File: config.mk
export PLATFORM = sky130hd
export DESIGN_NAME = and32_bit
export DESIGN_NICKNAME = d
export VERILOG_FILES = /design/src/rtl/alu_pkg.sv /design/src/rtl/and32_bit_popcount_tree.sv /design/src/rtl/and32_bit.sv
export SDC_FILE = /design/constraint.sdc
export NUM_CORES = 1
export LEC_CHECK = 0
export CORE_ASPECT_RATIO = 0.5
export CORE_UTILIZATION = 43
export DETAILED_ROUTE_END_ITERATION = 7
export PLACE_DENSITY = 0.8
export SYNTH_ARGS = -nofsm -noshare
export SYNTH_HDL_FRONTEND = slang
export SYNTH_HIERARCHICAL = 1
export SYNTH_SLANG_ARGS = --single-unit
File: constraint.sdc
create_clock -name clk -period 6.9 [get_ports clk]
set_input_delay 1.035 -clock clk [delete_from_list [all_inputs] [get_ports clk]]
set_output_delay 1.035 -clock clk [all_outputs]
set_load 0.03 [all_outputs]
File: src/rtl/alu_pkg.sv
// ---------------------------------------------------------------------------
// alu_pkg
// Shared definitions for the ALU logic units.
//   DATA_W  : default datapath width used by the ALU units
//   cnt_w() : width needed to hold a set-bit count of an n-bit word (0..n)
//   CNT_W   : count width for the default datapath width
//   word_t  : a default-width datapath word
//   aluFlags_t : zero/sign flag pair produced alongside a result
// No ports; imported by the units that need these definitions.
// ---------------------------------------------------------------------------
package alu_pkg;

    localparam int DATA_W = 32;

    // A count of set bits in an n-bit word ranges over 0..n inclusive, so it
    // needs clog2(n+1) bits rather than clog2(n).
    function automatic int cnt_w(input int n);
        return $clog2(n + 1);
    endfunction

    localparam int CNT_W = cnt_w(DATA_W);

    typedef logic [DATA_W-1:0] word_t;

    typedef struct packed {
        logic zero;
        logic neg;
    } aluFlags_t;

endpackage

File: src/rtl/and32_bit_popcount_tree.sv
// ---------------------------------------------------------------------------
// popcount_tree
// Purely combinational set-bit counter built as a balanced adder tree.
// Shared with the other ALU units that report a population count.
// Parameters:
//   N        : input width in bits (2 or more)
// Ports:
//   data_i   : input  [N-1:0]            word to count
//   count_o  : output [clog2(N+1)-1:0]   number of set bits in data_i
// ---------------------------------------------------------------------------
import alu_pkg::*;

module popcount_tree #(
    parameter int N = DATA_W
) (
    input  logic [N-1:0]            data_i,
    output logic [$clog2(N+1)-1:0]  count_o
);

    localparam int CW   = cnt_w(N);
    localparam int LVLS = $clog2(N);
    localparam int P    = 1 << LVLS;

    // Every node is kept at the final count width.  No partial sum can
    // exceed N, so nothing overflows, and uniform widths keep the tree
    // regular for any N.
    logic [CW-1:0] node [LVLS+1][P];

    // Leaf level: one node per input bit, padded up to a power of two with
    // zero leaves so the tree halves cleanly at every level.
    for (genvar i = 0; i < P; i++) begin : g_leaf
        if (i < N) begin : g_bit
            assign node[0][i] = CW'(data_i[i]);
        end else begin : g_pad
            assign node[0][i] = '0;
        end
    end

    // Each level sums adjacent pairs from the level below.  Node slots
    // that the halved level no longer needs are tied off to zero.
    for (genvar l = 1; l <= LVLS; l++) begin : g_level
        for (genvar j = 0; j < P; j++) begin : g_node
            if (j < (P >> l)) begin : g_sum
                assign node[l][j] = node[l-1][2*j] + node[l-1][2*j+1];
            end else begin : g_unused
                assign node[l][j] = '0;
            end
        end
    end

    assign count_o = node[LVLS][0];

endmodule

File: src/rtl/and32_bit.sv
// ---------------------------------------------------------------------------
// and32_bit
// Registered bitwise AND unit of the ALU datapath.  Produces A & B one cycle
// after the operands are presented, together with zero/sign flags and the
// set-bit count of the result.  All four result outputs come from the same
// register stage, so they always describe the same result.
// Parameters:
//   N          : operand/result width (2..64), defaults to DATA_W
// Ports:
//   clk        : input               rising-edge clock
//   rst_n      : input               synchronous active-low reset
//   A, B       : input  [N-1:0]      operands
//   in_valid   : input               A and B are valid this cycle
//   F          : output [N-1:0]      registered A & B
//   out_valid  : output              one-cycle pulse per accepted pair
//   ZERO       : output              registered (F == 0)
//   NEG        : output              registered F[N-1]
//   ONES       : output [clog2(N+1)-1:0] registered set-bit count of F
// ---------------------------------------------------------------------------
import alu_pkg::*;

module and32_bit #(
    parameter int N = DATA_W
) (
    input  logic                    clk,
    input  logic                    rst_n,
    input  logic [N-1:0]            A,
    input  logic [N-1:0]            B,
    input  logic                    in_valid,
    output logic [N-1:0]            F,
    output logic                    out_valid,
    output logic                    ZERO,
    output logic                    NEG,
    output logic [$clog2(N+1)-1:0]  ONES
);

    localparam int CW = cnt_w(N);

    logic [N-1:0]  andWord;
    logic [CW-1:0] andOnes;
    aluFlags_t     andFlags;

    logic [N-1:0]  result_q, result_d;
    aluFlags_t     flags_q,  flags_d;
    logic [CW-1:0] ones_q,   ones_d;
    logic          valid_q,  valid_d;

    // The AND array: each result bit depends only on its own operand bits.
    assign andWord = A & B;

    popcount_tree #(
        .N       (N)
    ) u_popcount (
        .data_i  (andWord),
        .count_o (andOnes)
    );

    // Flags are derived from the combinational AND result so they land in
    // the same register stage as F itself.
    always_comb begin
        andFlags      = '0;
        andFlags.zero = ~|andWord;
        andFlags.neg  = andWord[N-1];
    end

    // Next-state: accept a new operand pair when in_valid is high; otherwise
    // hold the last result and drop out_valid so it pulses once per pair.
    // Operands are ignored entirely while in_valid is low.
    always_comb begin
        result_d = result_q;
        flags_d  = flags_q;
        ones_d   = ones_q;
        valid_d  = 1'b0;
        if (in_valid) begin
            result_d = andWord;
            flags_d  = andFlags;
            ones_d   = andOnes;
            valid_d  = 1'b1;
        end
    end

    // Output registers.  Reset wins over in_valid on the same edge and
    // leaves the unit looking like it holds a zero result (ZERO set).
    always_ff @(posedge clk) begin
        if (!rst_n) begin
            result_q     <= '0;
            flags_q.zero <= 1'b1;
            flags_q.neg  <= 1'b0;
            ones_q       <= '0;
            valid_q      <= 1'b0;
        end else begin
            result_q     <= result_d;
            flags_q      <= flags_d;
            ones_q       <= ones_d;
            valid_q      <= valid_d;
        end
    end

    assign F         = result_q;
    assign ZERO      = flags_q.zero;
    assign NEG       = flags_q.neg;
    assign ONES      = ones_q;
    assign out_valid = valid_q;

endmodule

[Word-level counts from Yosys, hierarchy flattened]
Index checks and enable logic that the tools add are counted.
Storage, ports and cells
  logic and storage cells: 40
  bits of input ports: 67
  output and inout port bits: 41
  register bits: 41
Cells by class
  bitwise operators: 1
  $add $sub $neg: 31
  muxes and demuxes: 1
  reductions and logical operators: 2
Operator list (count)
  $add A6 B6 Y6: 15
  $add A1 B1 Y2: 16
  $and A32 B32 Y32: 1
  $reduce_or A32 Y1: 1
  $logic_not A1 Y1: 1
  $mux W1: 1

[Depth between registers and ports, before layout]
Gate-level depths: netlist of the first run.
  word-level depth: 6
  gate-level depth with buffers: 19
  depth with buffers taken out: 19

[Hierarchy]
Netlist of the first run, hierarchy kept.
By module, submodules not included
  and32_bit: area an instance 1818.0 sq um, cells each 174, times used 1
  popcount_tree: area an instance 758.2 sq um, cells each 73, times used 1

[Least setup slack after synthesis of the first run]
Ideal clock, no wire load.
  path type: input-to-reg
  start: input A[1]
  end: register ones_q[4], in the netlist ONES[4]
  slack: 1408 ps
  buffers on the path: 0
  arrival time: 5427 ps
  stages: 19
  library setup time: 65 ps
  path through: and2_1 inv_1 fa_1 inv_1 fa_1 fa_1 fa_1 fa_1 inv_1 fa_1 inv_1 ha_1 inv_1 fa_1 nand2b_1 a21oi_2 xor2_1 mux2i_1 nor2b_1
On the way
  cells in the longest elaborated chain, start to end: 6
RTL lines
  start: declaration: line and32_bit.sv:27  | input logic [N-1:0] A,
  $and A32 B32 Y32: line and32_bit.sv:49  | assign andWord = A & B;
  $add A1 B1 Y2: line and32_bit_popcount_tree.sv:44  | assign node[l][j] = node[l-1][2*j] + node[l-1][2*j+1];
  $add A6 B6 Y6 (4 in series): line and32_bit_popcount_tree.sv:44
  via andOnes[4]: line and32_bit.sv:40  | logic [CW-1:0] andOnes;
  end signal: assignment: line and32_bit.sv:94  | ones_q <= ones_d;
  end: declaration: line and32_bit.sv:45  | logic [CW-1:0] ones_q, ones_d;
The timed path passes the listed nets, and every way through them passes these cells.
A chain may end at the register's enable or synchronous reset.

[Worst setup path after layout of the first run]
  start: input A[13]
  end: register ones_q[4], in the netlist ONES[4]
On the way
  cells in the longest elaborated chain, start to end: 6
RTL lines
  $and A32 B32 Y32: line and32_bit.sv:49
  via andWord[13]: line and32_bit.sv:39  | logic [N-1:0] andWord;
  $add A1 B1 Y2: line and32_bit_popcount_tree.sv:44
  $add A6 B6 Y6 (4 in series): line and32_bit_popcount_tree.sv:44
  via andOnes[4]: line and32_bit.sv:40
The timed path passes the listed nets, and every way through them passes these cells.

==> results of run 1 <==
## logic make-up after synthesis
family          after synthesis
fa+ha+maj                    31
mux                          37
compound gates                6
buf+inv                      40
xor+xnor                      3
flops                        40
simple gates                 90
## area by class of cell
class | instances | area, um^2 | area share (%)
timing repair buffer | 107 | 1066 | 27.81
multi-input combinational | 167 | 1617 | 42.17
sequential | 40 | 800.8 | 20.89
inverter | 30 | 112.6 | 2.937
clock buffer | 8 | 146.4 | 3.819
tap | 73 | 91.34 | 2.383
## power groups by stage
| stage | Clock (W) | Combinational [W] | Sequential [W] |
|---|---|---|---|
| 2_1_floorplan | 0 | 0.000386 | 0.000295 |
| 3_3_place_gp | 0 | 0.000564 | 0.000263 |
| 3_5_place_dp | 0 | 0.000580 | 0.000263 |
| 4_1_cts | 0.000235 | 0.000600 | 0.000258 |
| 5_1_grt | 0.000248 | 0.000669 | 0.000260 |
| 6_report | 0.000232 | 0.000594 | 0.000258 |
## worst max path at each step
stage	startpoint	endpoint	depth (start not counted)	slack (ns)
5_1_grt	A[3]	ONES[4]	20	0.70
3_5_place_dp	A[3]	ONES[4]	20	0.62
6_report	A[13]	ONES[4]	20	0.88
3_3_place_gp	A[3]	ONES[4]	20	0.76
2_1_floorplan	A[1]	ONES[4]	19	1.41
4_1_cts	A[13]	ONES[4]	20	0.87
## metrics by stage
step                area, um^2   power, W
floorplan                 2576  0.0006815
global placement          3687  0.0008261
detailed placement        3687  0.0008427
CTS                       3834   0.001093
global route              3834   0.001178
finish                    3834   0.001084
## layer usage
layer  up-vias  track usage [%]  part of all wire, %
met2        47            37.41                   50
met3         4            4.860                  5.0
met1       943            26.17                   45
li1        983                -                    -
met4         0            3.475                 0.37
met5         -                0                    0
## sequential cells by signal, summed over array words and instances, names as in the netlist
name,flops
F,32
ONES,6
out_valid,1
ZERO,1
## worst reg2reg max path, stage by stage (launching register included)
cell	delay, ns
dfxtp_1	0.32
mux2i_1	0.16
nor2b_1	0.07
## cells in the mapped netlist, types with 3 or more instances
cell type	count
nor2_1	6
dfxtp_1	40
clkbuf_1	5
fa_1	24
ha_1	7
nor4_2	3
buf_2	4
inv_1	30
and2_1	25
mux2i_1	37
nor2b_1	38
and2_4	8
## cell usage in the layout, fill, tap and decap left out, drive strengths merged, types with 5 or more instances in the layout
master,synthesis,layout
mux2i,37,37
fa,24,24
inv,30,30
nor4,5,5
clkbuf,5,8
nor2b,38,38
ha,7,7
dfxtp,40,40
and2,33,33
nor2,6,6
clkdlybuf4s50,0,106
==> metrics, run 1 <==
outcome finished with violations; violated checks design-rule violations; leakage 1.624 nW; Final Core Density 68.04%; HP Class register to register; Post-synth ARST share 0%; post_cts resized 0; die area 6323 um^2; Core Area around 5600 um^2; Hold Vio Cnt, Final 0; antenna cells 0; Clk Latency, worst-skew pair 0.28 ns; Synth Area in XOR/XNOR about 1.0%; relative slew slack between 20% and 30%; DP Worst Slack 0.6182 ns; area grow syn2layout 48.81%; CTS Hold Bufs 0; crit end category register; drt pass-1 iters 8; worst setup margin 0.8816 ns; Clock Path Buffers 2; H-tree lvl count 2; WHS Path Cells 2; required time of the critical path slightly above 7 ns; vias per cell 4.652; Crit Path Max Fanout 3; die height between 50 and 60 um; Hold Path Sink ZERO; Fillers 444; MaxCap Viol Count 0; GRT overflow 0; drt drc 8; fraction of layout cells with a size suffix above 1 6.250%; nets 449; combinational family with the most area after synthesis simple AND/OR/NAND/NOR gates; crit path launch type input pin; YS warnings 6; internal power about 0.00068 W; IO Pins 108; PwrDens approximately 280 nW/um^2; Final Cycle Share 87.22%; CP delay by family, top adder cells; Buf/Inv on CP 6; R2R setup slack 6.23 ns; Seq pwr share 23.8%; most used flip-flop cell after synthesis dfxtp_1; die width 111.5 um; register area share after synthesis between 30% and 40%; crit path kind input pin to register; Routed Antenna Nets 0; Synth Area in Adders between 20% and 30%; Mapped Cells 247; Mean Syn Cell Area ~10 um^2; most frequent cell on the critical path fa_1; Clock power frac a little over a fifth; CP arrival roughly 6.2 ns; CTS Buf Count 5; Cell Chain, Critical Path clkdlybuf4s50_1, and2_1, inv_1, fa_1, inv_1, fa_1, fa_1, fa_1, fa_1, inv_1, fa_1, inv_1, ha_1, inv_1, fa_1, nand2b_1, a21oi_2, xor2_1, mux2i_1, nor2b_1; Root Buffer clkbuf_16; IO Port Bufs 107; register bit total from synthesis 40; Clock Skew 0 ns; initial antenna violation count 0; WL/cell 14.70 um; post-synthesis cell type count 26; CTS tree yes; reg-to-reg endpoint F[5]; hold_ws 0.4990 ns; Inst Count DP 417; slowest CP cell fa_1; Gate power share a little over half; hold path start ZERO; setup tns final 0 ns; cell area after synthesis between 2000 and 3000 um^2; num rows 19; fin. max-slew vios 0; top cells by area, synth dfxtp_1 (31%), fa_1 (19%), mux2i_1 (14%), nor2b_1 (9.2%), and2_1 (6.1%); fin cells 425; Compound-Gate Fraction of Synth Area 1.991%; Clock Sinks 40; setup violators final 0; Synth Area in Simple Gates 23.31%; syn nets about 350; fin crit period 6.018 ns; Post-CTS Setup Inserts 0; fmax 0.1662 GHz; initial core utilization between 40% and 50%; pin count of the biggest net entering global routing 42; vias in the first global route 2082; unrepaired setup endpoints after global routing no; via count 1977; worst-margin pin slew around 1.2 ns; register clock-pin slew on the reported worst setup and hold paths roughly 0.060 ns; Placer Congestion around 0.8; initial DRC count 77; Worst R2R Start F[5]; Peak VDD IR 0.2693 mV; switching portion of total power 37.56%; Yosys top cell area share a little under a third; post-detail-place hpwl 4899 um; R2R cell count 2; final wirelength 6247 um; Post-synth EDFFs 0; Overall Global Routing Usage a little over a fifth; Psw 0.0004073 W; Largest stage delay, worst path 0.56 ns; first-pass GRT wire length 10180 um; area leader, netlist dfxtp_1; multiplexer share of the synthesized area 14.38%
(Power assumes the default switching activity.)
==> run 2: changes to the inputs <==
--- a/config.mk
+++ b/config.mk
@@ -5,10 +5,10 @@
 export SDC_FILE = /design/constraint.sdc
 export NUM_CORES = 1
 export LEC_CHECK = 0
-export CORE_ASPECT_RATIO = 0.5
-export CORE_UTILIZATION = 43
+export CORE_ASPECT_RATIO = 1.75
+export CORE_UTILIZATION = 25
 export DETAILED_ROUTE_END_ITERATION = 7
-export PLACE_DENSITY = 0.8
+export PLACE_DENSITY = 0.51
 export SYNTH_ARGS = -nofsm -noshare
 export SYNTH_HDL_FRONTEND = slang
 export SYNTH_HIERARCHICAL = 1
==> metrics, run 2 (synthesis gave the netlist of run 1 again) <==
Hold Vio Cnt, Final 0 (unchanged); initial antenna violation count 0 (unchanged); GRT overflow 0 (unchanged); pin count of the biggest net entering global routing 42 (unchanged); die area 10730 um^2 (was 6323 um^2); antenna cells 0 (unchanged); IO Port Bufs 107 (unchanged); final wirelength 6705 um (was 6247 um); drt pass-1 iters 3 (was 8); internal power 0.0006546 W (was 0.0006769 W); initial core utilization 26.00% (was 45.73%); crit path launch type input pin (unchanged); vias per cell 4.034 (was 4.652); first-pass GRT wire length 10570 um (was 10180 um); placed inst area 3767 um^2 (was 3687 um^2); CP arrival 6.19 ns (was 6.23 ns); Overall Global Routing Usage 13.23% (was 20.87%); PwrDens 267.7 nW/um^2 (was 282.8 nW/um^2); Root Buffer clkbuf_16 (unchanged); HP Class register to register (unchanged); Seq pwr share 24.8% (was 23.8%); num rows 48 (was 19); Routed Antenna Nets 0 (unchanged); Placer Congestion 0.6854 (was 0.8129); Final Cycle Share 86.53% (was 87.22%); setup violators final 0 (unchanged); fin. max-slew vios 0 (unchanged); outcome complete, no violations (was finished with violations); nets 451 (was 449); Fillers 1008 (was 444); fmax 0.1675 GHz (was 0.1662 GHz); fraction of layout cells with a size suffix above 1 6.553% (was 6.250%); most frequent cells in the layout clkdlybuf4s50_1 (106), dfxtp_1 (40), nor2b_1 (38) (unchanged); register clock-pin slew on the reported worst setup and hold paths 0.05 ns (was 0.06 ns); MaxCap Viol Count 0 (unchanged); drt drc 0 (was 8); DP Worst Slack 0.6218 ns (was 0.6182 ns); IO Pins 108 (unchanged); leakage 1.624 nW (about the same); required time of the critical path 7.12 ns (was 7.11 ns); Clock power frac 20.3% (was 21.4%); via count 1920 (was 1977); switching portion of total power 37.17% (was 37.56%); Core Area 9910 um^2 (was 5634 um^2); Post-CTS Setup Inserts 0 (unchanged); Clk Latency, worst-skew pair 0.28 ns (about the same); die height 136.3 um (was 56.73 um); CTS Hold Bufs 0 (unchanged); post_cts resized 0 (unchanged); crit path kind input pin to register (unchanged); initial DRC count 66 (was 77); setup tns final 0 ns (unchanged); fin crit period 5.971 ns (was 6.018 ns); H-tree lvl count 2 (unchanged); vias in the first global route 2062 (was 2082); area grow syn2layout 51.09% (was 48.81%); unrepaired setup endpoints after global routing no (unchanged); WL/cell 14.09 um (was 14.70 um); CTS Buf Count 5 (unchanged); worst setup margin 0.9293 ns (was 0.8816 ns); crit end category register (unchanged); Clock Skew 0 ns (unchanged); CTS tree yes (unchanged); die width 78.74 um (was 111.5 um); Clock Sinks 40 (unchanged); commonest non-fill, non-tap cell in the layout clkdlybuf4s50_1 (unchanged); worst-margin pin slew 0.6700 ns (was 1.171 ns); relative slew slack 55.33% (was 21.66%); Gate power share 54.9% (was 54.8%); Peak VDD IR 0.1785 mV (was 0.2693 mV); cell area after layout 3892 um^2 (was 3834 um^2); Psw 0.0003873 W (was 0.0004073 W); post-detail-place hpwl 5547 um (was 4899 um); Clock Path Buffers 2 (unchanged); max FFs per register 32 (unchanged); Crit Path Max Fanout 3 (unchanged)
[run 2: cell count changes in the layout (fill, tap and decap cells not counted)]
cell	change
clkbuf_8	-1
buf_4	+2
clkbuf_1	-2
[run 2: critical path, stage by stage]
cell             delay, ns
clkdlybuf4s50_1       0.46
and2_1                0.20
inv_1                 0.08
fa_1                  0.52
inv_1                 0.06
fa_1                  0.53
fa_1                  0.44
fa_1                  0.50
fa_1                  0.54
inv_1                 0.05
fa_1                  0.43
inv_1                 0.07
ha_1                  0.16
inv_1                 0.05
fa_1                  0.38
nand2b_1              0.17
a21oi_2               0.13
xor2_1                0.17
mux2i_1               0.09
nor2b_1               0.12
[run 2: through the flow]
step / instances / total power (W) / util [%] / hold WS, ns
after floorplan: 247 / 0.0006815 / - / 0.6405
after global placement: 471 / 0.0008509 / 38.02 / 0.4906
after detailed placement: 471 / 0.0008498 / 38.02 / 0.4882
after CTS: 476 / 0.001073 / 39.28 / 0.5046
after global routing: 476 / 0.001147 / 39.28 / 0.5277
final: 476 / 0.001042 / 39.28 / 0.5018
[run 2: power groups by stage]
stage	clock network, W	registers (W)	logic (W)
after CTS	0.000221	0.000258	0.000594
after global placement	0	0.000263	0.000588
final	0.000211	0.000258	0.000572
after global routing	0.000229	0.000260	0.000658
after detailed placement	0	0.000263	0.000587
after floorplan	0	0.000295	0.000386
[run 2: layout make-up]
class	count	area, um^2	share of cell area (%)
clock buffers	5	125.1	3.214
multi-input cells	167	1617	41.53
repair buffers	109	1081	27.77
inverters	30	112.6	2.893
well taps	125	156.4	4.018
flip-flops and latches	40	800.8	20.57
[run 2: per-layer routing]
metal	track usage, %	share of wire [%]	vias to the layer above
li1	-	-	983
met1	12.81	35	881
met2	26.04	58	46
met3	2.416	4.2	10
met4	6.276	2.7	0
met5	0	0	-
[run 2: worst paths after layout]
| kind | from | slack [ns] | to | cells after the start |
|---|---|---|---|---|
| setup / recovery | A[1] | 0.93 | ONES[4] | 20 |
| hold / removal | F[26] | 0.50 | F[26] | 2 |
| setup reg to reg | ZERO | 6.27 | ZERO | 2 |
| hold reg to reg | F[26] | 0.50 | F[26] | 2 |
